**src/rtl/rtl_feed_fifo_pkg.sv**
```systemverilog
// Shared definitions for the feed FIFO: default geometry, the stored entry
// layout, and the helper that builds an entry at enqueue time.
package rtl_feed_fifo_pkg;

  localparam int DEPTH_DEFAULT = 4;
  localparam int WIDTH_DEFAULT = 4;

  // One stored slot. The reductions of in1 are computed when the entry is
  // written, so the downstream stage gets them without a reduction tree on
  // the head path.
  typedef struct packed {
    logic [WIDTH_DEFAULT-1:0] in1;
    logic [WIDTH_DEFAULT-1:0] in2;
    logic                     orr;
    logic                     andr;
  } entry_t;

  // Build a stored entry from the operand pair presented at enqueue.
  function automatic entry_t make_entry(input logic [WIDTH_DEFAULT-1:0] a,
                                        input logic [WIDTH_DEFAULT-1:0] b);
    entry_t e;
    e.in1  = a;
    e.in2  = b;
    e.orr  = |a;
    e.andr = &a;
    return e;
  endfunction

endpackage : rtl_feed_fifo_pkg

```
**src/rtl/rtl_feed_fifo.sv**
```systemverilog
// Feed FIFO in front of a downstream RTL stage. Stores operand pairs with
// precomputed in1 reductions; one-cycle latency, no bypass. Pointers carry
// one extra wrap bit so full and empty are told apart without a counter.
module rtl_feed_fifo
  import rtl_feed_fifo_pkg::*;
#(
  parameter int DEPTH = DEPTH_DEFAULT,
  parameter int WIDTH = WIDTH_DEFAULT
)(
  input  logic                     CLK,
  input  logic                     ASYNCRESETN,
  input  logic                     enq_valid,
  output logic                     enq_ready,
  input  logic [WIDTH-1:0]         enq_in1,
  input  logic [WIDTH-1:0]         enq_in2,
  output logic                     handshake_valid,
  input  logic                     handshake_ready,
  output logic [WIDTH-1:0]         in1,
  output logic [WIDTH-1:0]         in2,
  output logic                     head_orr,
  output logic                     head_andr,
  output logic [$clog2(DEPTH):0]   count,
  output logic                     overflow_err
);

  localparam int AW = $clog2(DEPTH);
  localparam int PW = AW + 1;

  // The entry layout lives in the shared package at the default width.
  if (WIDTH != WIDTH_DEFAULT) begin : g_width_guard
    $error("rtl_feed_fifo: WIDTH must equal WIDTH_DEFAULT of the package entry type");
  end
  if (DEPTH < 2 || (DEPTH & (DEPTH - 1)) != 0) begin : g_depth_guard
    $error("rtl_feed_fifo: DEPTH must be a power of two and at least 2");
  end

  logic [PW-1:0] r_wr_ptr;
  logic [PW-1:0] r_rd_ptr;
  logic          r_overflow;
  entry_t        r_mem [DEPTH];

  logic          w_full;
  logic          w_empty;
  logic          w_push;
  logic          w_pop;
  entry_t        w_head;

  // Full: same slot address, opposite wrap bits. Empty: identical pointers.
  assign w_full  = (r_wr_ptr[AW-1:0] == r_rd_ptr[AW-1:0]) &&
                   (r_wr_ptr[AW] != r_rd_ptr[AW]);
  assign w_empty = (r_wr_ptr == r_rd_ptr);

  // Flow control depends on registered pointers only, so there is no
  // combinational path from either handshake input to the other side.
  assign enq_ready       = !w_full;
  assign handshake_valid = !w_empty;
  assign w_push          = enq_valid && enq_ready;
  assign w_pop           = handshake_valid && handshake_ready;

  // Pointer difference modulo 2*DEPTH is exactly the occupancy 0..DEPTH.
  assign count        = r_wr_ptr - r_rd_ptr;
  assign overflow_err = r_overflow;

  // Pointer and sticky-error state.
  // NOTE: sequential state uses non-blocking assignments so every register
  // samples the pre-edge values regardless of statement order.
  always_ff @(posedge CLK or negedge ASYNCRESETN) begin
    if (!ASYNCRESETN) begin
      r_wr_ptr   <= '0;
      r_rd_ptr   <= '0;
      r_overflow <= 1'b0;
    end else begin
      if (w_push) r_wr_ptr <= r_wr_ptr + PW'(1);
      if (w_pop)  r_rd_ptr <= r_rd_ptr + PW'(1);
      if (enq_valid && !enq_ready) r_overflow <= 1'b1;
    end
  end

  // Storage write; reductions are folded into the entry here.
  // NOTE: the array has no reset -- stale slots are never visible because
  // the head is masked whenever the pointers say the FIFO is empty.
  always_ff @(posedge CLK) begin
    if (w_push) r_mem[r_wr_ptr[AW-1:0]] <= make_entry(enq_in1, enq_in2);
  end

  assign w_head = r_mem[r_rd_ptr[AW-1:0]];

  // Head outputs: the stored head entry, forced to zero while empty.
  // NOTE: every output gets a default before the condition so no latch is
  // inferred on the empty path.
  always_comb begin
    in1       = '0;
    in2       = '0;
    head_orr  = 1'b0;
    head_andr = 1'b0;
    if (!w_empty) begin
      in1       = w_head.in1;
      in2       = w_head.in2;
      head_orr  = w_head.orr;
      head_andr = w_head.andr;
    end
  end

endmodule : rtl_feed_fifo

```
**config.mk**
```make
export PLATFORM = sky130hd
export DESIGN_NAME = rtl_feed_fifo
export DESIGN_NICKNAME = d
export VERILOG_FILES = /design/src/rtl/rtl_feed_fifo_pkg.sv /design/src/rtl/rtl_feed_fifo.sv
export SDC_FILE = /design/constraint.sdc
export NUM_CORES = 1
export LEC_CHECK = 0
export ABC_CLOCK_PERIOD_IN_PS = 2300
export CAP_MARGIN = 25
export CORE_ASPECT_RATIO = 0.75
export CORE_MARGIN = 2
export CORE_UTILIZATION = 48
export DETAILED_ROUTE_END_ITERATION = 7
export GPL_TIMING_DRIVEN = 0
export PLACE_DENSITY_LB_ADDON = 0.25
export REMOVE_ABC_BUFFERS = 1
export SYNTH_ARGS = -nofsm -noshare
export SYNTH_HDL_FRONTEND = slang
export SYNTH_SLANG_ARGS = --single-unit
export TNS_END_PERCENT = 30
```
**constraint.sdc**
```tcl
create_clock -name CLK -period 2.3 [get_ports CLK]
set_clock_uncertainty 0.2 [all_clocks]
set_input_delay 0.46 -clock CLK [delete_from_list [all_inputs] [get_ports CLK]]
set_output_delay 0.46 -clock CLK [all_outputs]
set_load 0.01 [all_outputs]
```
; ---- Yosys cells after proc, flatten, opt, wreduce, memory -nomap -nowiden
; Memory sizes are Yosys's and may differ from the RTL's.
; Index checks and enable logic that the tools add are counted.
[word_totals]
regBits = 7
mem_bits_rw = 40
input_bits = 12
output_inout_bits = 16
n_memories = 1
[mem_list]
columns = memory, depth, word_bits, rd, rd_clocked_by_memory_dff, write_ports, line_no
row1 = r_mem, 4, 10, 1, 0, 1, rtl_feed_fifo.sv:40  ; entry_t r_mem [DEPTH];
[op_classes]
addsub = 3
eq_ne = 3
mux = 6
reduce_logical = 8
[ops]
columns = operator, n
row1 = 4-bit 2-to-1 mux, 2
row2 = 3-bit by 1-bit adder with 3-bit output (second input constant), 2
row3 = 1-bit logical AND, 4
row4 = 1-bit 2-to-1 mux, 4
row5 = 4-bit AND reduction, 1
row6 = 4-bit OR reduction, 1
row7 = 3-bit == test, 1
row8 = 3-bit subtractor, 1
row9 = 2-bit == test, 1
row10 = 1-bit logical NOT, 2
row11 = 1-bit != test, 1

; ---- Longest topological paths before layout
; Gate-level depths: netlist (run 1).
[depth]
depth_word = 6
depth_mapped = 7
mapped_depth_nobuf = 5

; ---- Least setup slack after synthesis (run 1)
; OpenSTA, ideal clock, no wires.
[synth_path]
kind = register to output
start = register r_rd_ptr[1]
end = output head_andr
arrival_time_ns = 1.713
slack_ns = -0.073
path_stages_with_launch = 8
path_cell_list = dfrtp_1 buf_1 inv_1 ha_1 nand2_1 nor2_1 buf_2 nor2b_1
[synth_between]
elab_chain_cells = 2
elab_cells_between_ends = 3
[synth_rtl]
columns = element, line_no
row1 = from (decl), rtl_feed_fifo.sv:38  ; logic [PW-1:0] r_rd_ptr;
row2 = from (signal assigned), rtl_feed_fifo.sv:74  ; if (w_pop) r_rd_ptr <= r_rd_ptr + PW'(1);
row3 = memory 4 x 10 bit / 3-bit == test (equally long branches), --
row4 = 1-bit 2-to-1 mux (*), rtl_feed_fifo.sv:96  ; if (!w_empty) begin
row5 = to (decl), rtl_feed_fifo.sv:21  ; output logic head_andr,
; Mark *: on every way between the ends. The rest lies on a longest branch, timed or not.

; ---- Final worst setup path (run 1)
[layout_path]
start = register r_rd_ptr[0]
end = output in2[3]
[layout_between]
elab_chain_cells = 2
elab_cells_between_ends = 3
[layout_rtl]
columns = element, line_no
row1 = memory 4 x 10 bit / 3-bit == test (equally long branches), --
row2 = 4-bit 2-to-1 mux (*), rtl_feed_fifo.sv:96
row3 = to (decl), rtl_feed_fifo.sv:19  ; output logic [WIDTH-1:0] in2,
; Marked as above.

==> results of run 1 <==
==> final timing paths <==
kind                                       endpoint
min                         r_wr_ptr[2]$_DFFE_PN0P_
min reg2reg                overflow_err$_DFFE_PN0P_
max in group asynchronous   r_rd_ptr[0]$_DFFE_PN0P_
max                                          in2[3]
min in group CLK           overflow_err$_DFFE_PN0P_
max reg2reg                   r_mem[0][0]$_DFFE_PP_
==> sequential cells by signal, indices dropped and copies added (netlist names) <==
name	cells
r_mem	40
r_rd_ptr	3
r_wr_ptr	3
overflow_err	1
==> routing by layer <==
layer	vias to the layer above	GRT usage
met5	-	0
met4	0	0.0813
met3	5	0.0468
met2	21	0.281
met1	530	0.239
li1	508	-
==> worst reg2reg max path, cell delays in order, from the launching register on <==
cell and delay [ns]:
dfrtp_4 0.54, ha_4 0.26, buf_4 0.14, nand3_2 0.09, and3_1 0.55
==> per-stage QoR <==
step	worst slack, ns	total power, mW
floorplan	-0.0731	2.32
global placement	-1.10	3.11
finish	-0.0531	4.07
detailed placement	-1.15	3.14
global route	-0.114	4.30
CTS	-0.0684	3.93
==> power groups by stage <==
stage,clock [mW],combinational (mW),sequential (mW)
finish,0.539,2.23,1.30
global route,0.577,2.40,1.32
CTS,0.543,2.09,1.30
detailed placement,0,1.75,1.39
global placement,0,1.73,1.37
floorplan,0,0.990,1.33
==> cells in the final DEF, fill, tap and decap left out, types with 2 or more instances in the layout <==
| cell type | synthesis | final |
|---|---|---|
| nor2b_4 | 0 | 3 |
| buf_4 | 1 | 6 |
| and3_1 | 4 | 4 |
| mux4_2 | 10 | 10 |
| nand2_1 | 3 | 2 |
| inv_2 | 0 | 2 |
| clkbuf_8 | 0 | 7 |
| nor2b_1 | 10 | 7 |
| a21oi_1 | 2 | 2 |
| ha_4 | 0 | 2 |
| buf_6 | 0 | 6 |
| buf_2 | 1 | 8 |
| inv_1 | 6 | 4 |
| xnor2_1 | 4 | 3 |
| ha_1 | 7 | 5 |
| clkdlybuf4s50_1 | 0 | 12 |
| dfrtp_1 | 7 | 5 |
| a31oi_1 | 2 | 2 |
| edfxtp_1 | 40 | 40 |
==> kinds of logic after synthesis <==
kind of cell	after synthesis	synth area share
fa+ha+maj	8	0.0533
compound gates	8	0.0254
mux	13	0.130
buf+inv	9	0.0192
xor+xnor	5	0.0254
simple gates	21	0.0639
flops	47	0.682
==> final cells by class <==
class / count / area (um2) / share of cell area
Multi-Input combinational cell: 55 / 674 / 0.259
Timing Repair Buffer: 37 / 349 / 0.134
Clock buffer: 7 / 96.3 / 0.0371
Inverter: 6 / 22.5 / 0.00866
Sequential cell: 47 / 1380 / 0.531
Clock inverter: 1 / 7.51 / 0.00289
Tap cell: 55 / 68.8 / 0.0265
==> repair_timing <==
action	in CTS	in global routing
hold endpoints to repair	0	0
setup buffers	9	0
gates resized for setup	79	10
cloned	1	0
setup endpoints to repair	56	14
pin swaps	4	2
==> qor.yml, run 1 <==
final_layout:
  area_growth_pct: 28.9
  finalInstanceArea_um2: 2600
  fillCellCount: 290
  diodes: 0
  finalCoreUtilization: 0.641
  drive_gt1_frac: 0.392
  fin_cells: 208
  nNetsFinal: 172
sta:
  drv_slew: 0
  period_minus_slack_ns: 2.35
  fmax_mhz: 425
  maxSlewHeadroom: 0.607
  layout_worst_path_cycle_share: 1.02
  grt_setup_unrepaired: "yes"
  setup_violations: 12
  setup_tns_ns: -0.445
  hold_slack_ns: 0.237
  layout_setup_ws_ns: -0.0531
  hold_viol_final: 0
  worst_slew_pin_slew_ns: 0.589
pwr:
  p_int_mw: 2.64
  p_leak_nw: 0.960
  seqPwrFrac: 0.320
  swShare: 0.350
  power.share.clock: 0.133
  p_sw_mw: 1.42
  vdd_drop_max_uv: 1040
  p_comb_frac: 0.548
  p_per_area_nw_per_um2: 1560
routing:
  wl_per_cell_um: 17.7
  drt_iter0_drc: 34
  wl_met1_um: 1670
  top_layer: "met4"
  dr_total_vias: 1064
  drtAntennaViolNets: 0
  route.detailed.drc: 0
  first_pass_iters: 4
  met2_length_um: 1820
  wl_met3_um: 136
  drt_wl_total_um: 3670
  vias_per_cell: 5.12
place:
  dpl.hpwl_um: 2210
  dpl_cell_area_um2: 2340
  gp_routability_congestion: 0.784
  dp_cells: 190
  port_buffers: 27
global_route:
  antenna_found_initial: 0
  overflow: 0
  grt_max_degree: 15
  grt_pass1_vias: 1094
  grt_pass1_wl_um: 5780
  grt_usage: 0.178
setup_path:
  crit_chain: "buf_12, mux4_2, nor2b_1, buf_2"
  worst_ep_arrival_time_ns: 1.69
  r2r_slack_ns: 0.15
  crit_fanout: 6
  cp-end-kind: "output pin"
  max_stage_delay_ns: 0.49
  path_buf_inv: 2
  path_class: "reg -> out"
  crit_path_start_kind: "flip-flop"
  path_depth: 4
  crit_required_ns: 1.64
  cp_slowest_cell: "dfrtp_4"
  path_delay_family: "flip-flops"
  ff2ff_path_depth: 4
  timing.rr.start: "r_rd_ptr[0]$_DFFE_PN0P_"
  critPathLaunch: "r_rd_ptr[0]$_DFFE_PN0P_"
floorplan:
  start_util: 0.498
  dieWidth_um: 78.9
  ios: 28
  rows: 20
  coreArea_um2: 4050
  die_h_um: 60.1
  dieArea_um2: 4740
clocking:
  clk_path_buf_depth: 2
  cts_root_buf: "clkbuf_8"
  clock_latency_ns: 0.29
  clock-sinks: 47
  cts_tree: "done"
  cts_buffers: 5
  clk_pin_slew_ns: 0.08
  htree_levels: 2
  cts_hold_buf: 0
yosys:
  async_flop_share: 0.149
  synth_cell_types: 27
  synth-seq-area-share: 0.682
  syn_area_per_cell_um2: 18.2
  synth-seq-cells: 47
  synth_common_cells: "40 x edfxtp_1, 10 x mux4_2, 10 x nor2b_1"
  yosysTopAreaCellShare: 0.596
  synth.most_common_cell: "edfxtp_1"
  yosys_warnings: 0
  synth_top_area_cell: "edfxtp_1"
  netlist_area_um2: 2020
  synthCells: 111
  synth_flop_cell: "edfxtp_1"
  synth_edf_count: 40
  synth_area_leaders: "edfxtp_1 60%, mux4_2 11%, dfrtp_1 8.7%"
job:
  maxCapViolations: 0
outcome:
  status: "finished, violations left"
  violations: "negative setup slack"
min_path:
  hp-class: "in -> async"
Power figures use the tool's default switching activity.
==> run 2: changes to the inputs <==
--- a/config.mk
+++ b/config.mk
@@ -6,7 +6,6 @@
 export NUM_CORES = 1
 export LEC_CHECK = 0
 export ABC_CLOCK_PERIOD_IN_PS = 2300
-export CAP_MARGIN = 25
 export CORE_ASPECT_RATIO = 0.75
 export CORE_MARGIN = 2
 export CORE_UTILIZATION = 48
@@ -14,6 +13,7 @@
 export GPL_TIMING_DRIVEN = 0
 export PLACE_DENSITY_LB_ADDON = 0.25
 export REMOVE_ABC_BUFFERS = 1
+export SLEW_MARGIN = 20
 export SYNTH_ARGS = -nofsm -noshare
 export SYNTH_HDL_FRONTEND = slang
 export SYNTH_SLANG_ARGS = --single-unit
==> results of run 2 <==
The final DEF is identical to that of run 1; final timing and power are the same.
==> run 3: changes to the inputs <==
--- a/config.mk
+++ b/config.mk
@@ -12,8 +12,9 @@
 export DETAILED_ROUTE_END_ITERATION = 7
 export GPL_TIMING_DRIVEN = 0
 export PLACE_DENSITY_LB_ADDON = 0.25
+export RECOVER_POWER = 100
 export REMOVE_ABC_BUFFERS = 1
-export SLEW_MARGIN = 20
+export SLEW_MARGIN = 0
 export SYNTH_ARGS = -nofsm -noshare
 export SYNTH_HDL_FRONTEND = slang
 export SYNTH_SLANG_ARGS = --single-unit
==> run 3 against run 2 <==
The flow still finishes with violations (negative setup slack). Non-clock buffer count stayed put. Global-route usage stayed put. Combinational power is 3% lower. Final area is 0.43% lower. Utilization is 0.28 points lower. Critical path type unchanged.
==> qor.yml, run 3 (same netlist as run 1, synthesis figures left out) <==
outcome:
  status: "finished, violations left"
  violations: "negative setup slack"
setup_path:
  critPathLaunch: "r_rd_ptr[0]$_DFFE_PN0P_"
  crit_path_start_kind: "flip-flop"
  path_class: "reg -> out"
  crit_required_ns: 1.64
  reg2reg_to: "r_mem[0][0]$_DFFE_PP_"
  crit_path_end: "in2[3]"
  timing.rr.start: "r_rd_ptr[0]$_DFFE_PN0P_"
  cp-end-kind: "output pin"
  crit_fanout: 6
  r2r_slack_ns: 0.18
  worst_ep_arrival_time_ns: 1.70
  ff2ff_path_depth: 4
final_layout:
  drive_gt1_frac: 0.373
  finalCoreUtilization: 0.639
  multi_input_area_um2: 671
  fillCellCount: 294
  final_cell_mix: "40 x edfxtp_1, 10 x mux4_2, 10 x dlygate4sd3_1, 8 x buf_2"
  ff_latch_area_um2: 1380
  nNetsFinal: 172
  diodes: 0
  layout_commonest_cell: "edfxtp_1"
  largest_reg_flops: 40
  area_growth_pct: 28.3
  finalInstanceArea_um2: 2590
pwr:
  p_per_area_nw_per_um2: 1550
  p_leak_nw: 0.949
  vdd_drop_max_uv: 1020
floorplan:
  coreArea_um2: 4050
  rows: 20
  start_util: 0.498
  dieArea_um2: 4740
  dieWidth_um: 78.9
  ios: 28
  die_h_um: 60.1
sta:
  layout_worst_path_cycle_share: 1.02
  hold_slack_ns: 0.271
  setup_tns_ns: -0.469
  grt_setup_unrepaired: "yes"
  layout_setup_ws_ns: -0.0561
  hold_viol_final: 0
  fmax_mhz: 424
  setup_violations: 12
  worst_slew_pin_slew_ns: 0.563
  maxSlewHeadroom: 0.625
  drv_slew: 0
  period_minus_slack_ns: 2.36
clocking:
  clk_pin_slew_ns: 0.08
  cts_buffers: 5
  cts_tree: "done"
  clk_path_buf_depth: 2
  htree_levels: 2
  clock_latency_ns: 0.30
  cts_root_buf: "clkbuf_8"
  clock-sinks: 47
global_route:
  grt_use_met2: 0.281
  grt_max_degree: 15
  grt_busiest_layer: "met2"
  overflow: 0
  grtUsageMet1: 0.239
  grt_pass1_vias: 1094
  grt_usage: 0.178
  grt_pass1_wl_um: 5780
  met3_usage: 0.0468
  antenna_found_initial: 0
routing:
  drtAntennaViolNets: 0
  drt_wl_total_um: 3650
  wl_per_cell_um: 17.5
  drt_iter0_drc: 37
  first_pass_iters: 4
  vias_per_cell: 5.06
  route.detailed.drc: 0
  dr_total_vias: 1052
place:
  gp_routability_congestion: 0.784
  dpl.hpwl_um: 2210
  port_buffers: 27
  dpl_cell_area_um2: 2340
job:
  maxCapViolations: 0
min_path:
  hp-class: "reg -> reg"
-- run 3: changes by cell type in the layout (fill, tap and decap cells not counted) --
cell / change
mux2_4: -1
o21ai_1: -1
dlygate4sd3_1: +10
clkdlybuf4s50_1: -10
o21ai_0: +1
buf_4: -2
mux2_1: +1
clkbuf_1: +2
-- run 3: metal layers --
layer	share of wire	wire, um
met3	0.033	121
met1	0.45	1660
met5	0	0
met4	0.012	44
met2	0.50	1820
-- run 3: where the power goes --
group	internal (mW)	leakage, nW	switching [mW]
clock network	0.273	0.0505	0.265
logic	1.14	0.458	1.03
registers	1.17	0.440	0.126
-- run 3: repair_timing --
action / 4_1_cts / 5_1_grt
hold buffers: 0 / 0
endpoints found under the setup margin: 56 / 14
gates cloned: 1 / 0
hold endpoints to repair: 0 / 0
pin swaps: 4 / 2
resized for setup: 79 / 10
buffers inserted: 9 / 0
-- run 3: per-stage QoR --
| step | power (mW) | setup WS (ns) | cells |
|---|---|---|---|
| 6_report | 4.01 | -0.0561 | 208 |
| 3_3_place_gp | 3.11 | -1.10 | 190 |
| 2_1_floorplan | 2.32 | -0.0731 | 108 |
| 3_5_place_dp | 3.14 | -1.15 | 190 |
| 5_1_grt | 4.25 | -0.114 | 208 |
| 4_1_cts | 3.93 | -0.0684 | 208 |
-- run 3: worst max-delay path, stage by stage, from the launching register on --
cell     delay (ns)
dfrtp_4        0.49
buf_12         0.15
mux4_2         0.49
nor2b_1        0.14
buf_2          0.13
-- run 3: worst min-delay path by stage --
| stage | to | start | slack (ns) | cells past startpoint |
|---|---|---|---|---|
| after global routing | overflow_err$_DFFE_PN0P_ | overflow_err$_DFFE_PN0P_ | 0.30 | 1 |
| final | overflow_err$_DFFE_PN0P_ | overflow_err$_DFFE_PN0P_ | 0.27 | 1 |
| after global placement | overflow_err$_DFFE_PN0P_ | overflow_err$_DFFE_PN0P_ | 0.25 | 1 |
| after CTS | r_wr_ptr[2]$_DFFE_PN0P_ | ASYNCRESETN | 0.25 | 1 |
| after floorplan | overflow_err$_DFFE_PN0P_ | ASYNCRESETN | -0.04 | 0 |
| after detailed placement | overflow_err$_DFFE_PN0P_ | overflow_err$_DFFE_PN0P_ | 0.26 | 1 |
-- run 3: layout make-up --
| type | instances | area share |
|---|---|---|
| clock buffer | 7 | 0.0372 |
| clock inverter | 1 | 0.00290 |
| inverter | 6 | 0.00870 |
| multi-input combinational | 55 | 0.259 |
| sequential | 47 | 0.534 |
| tap | 55 | 0.0266 |
| timing repair buffer | 37 | 0.132 |
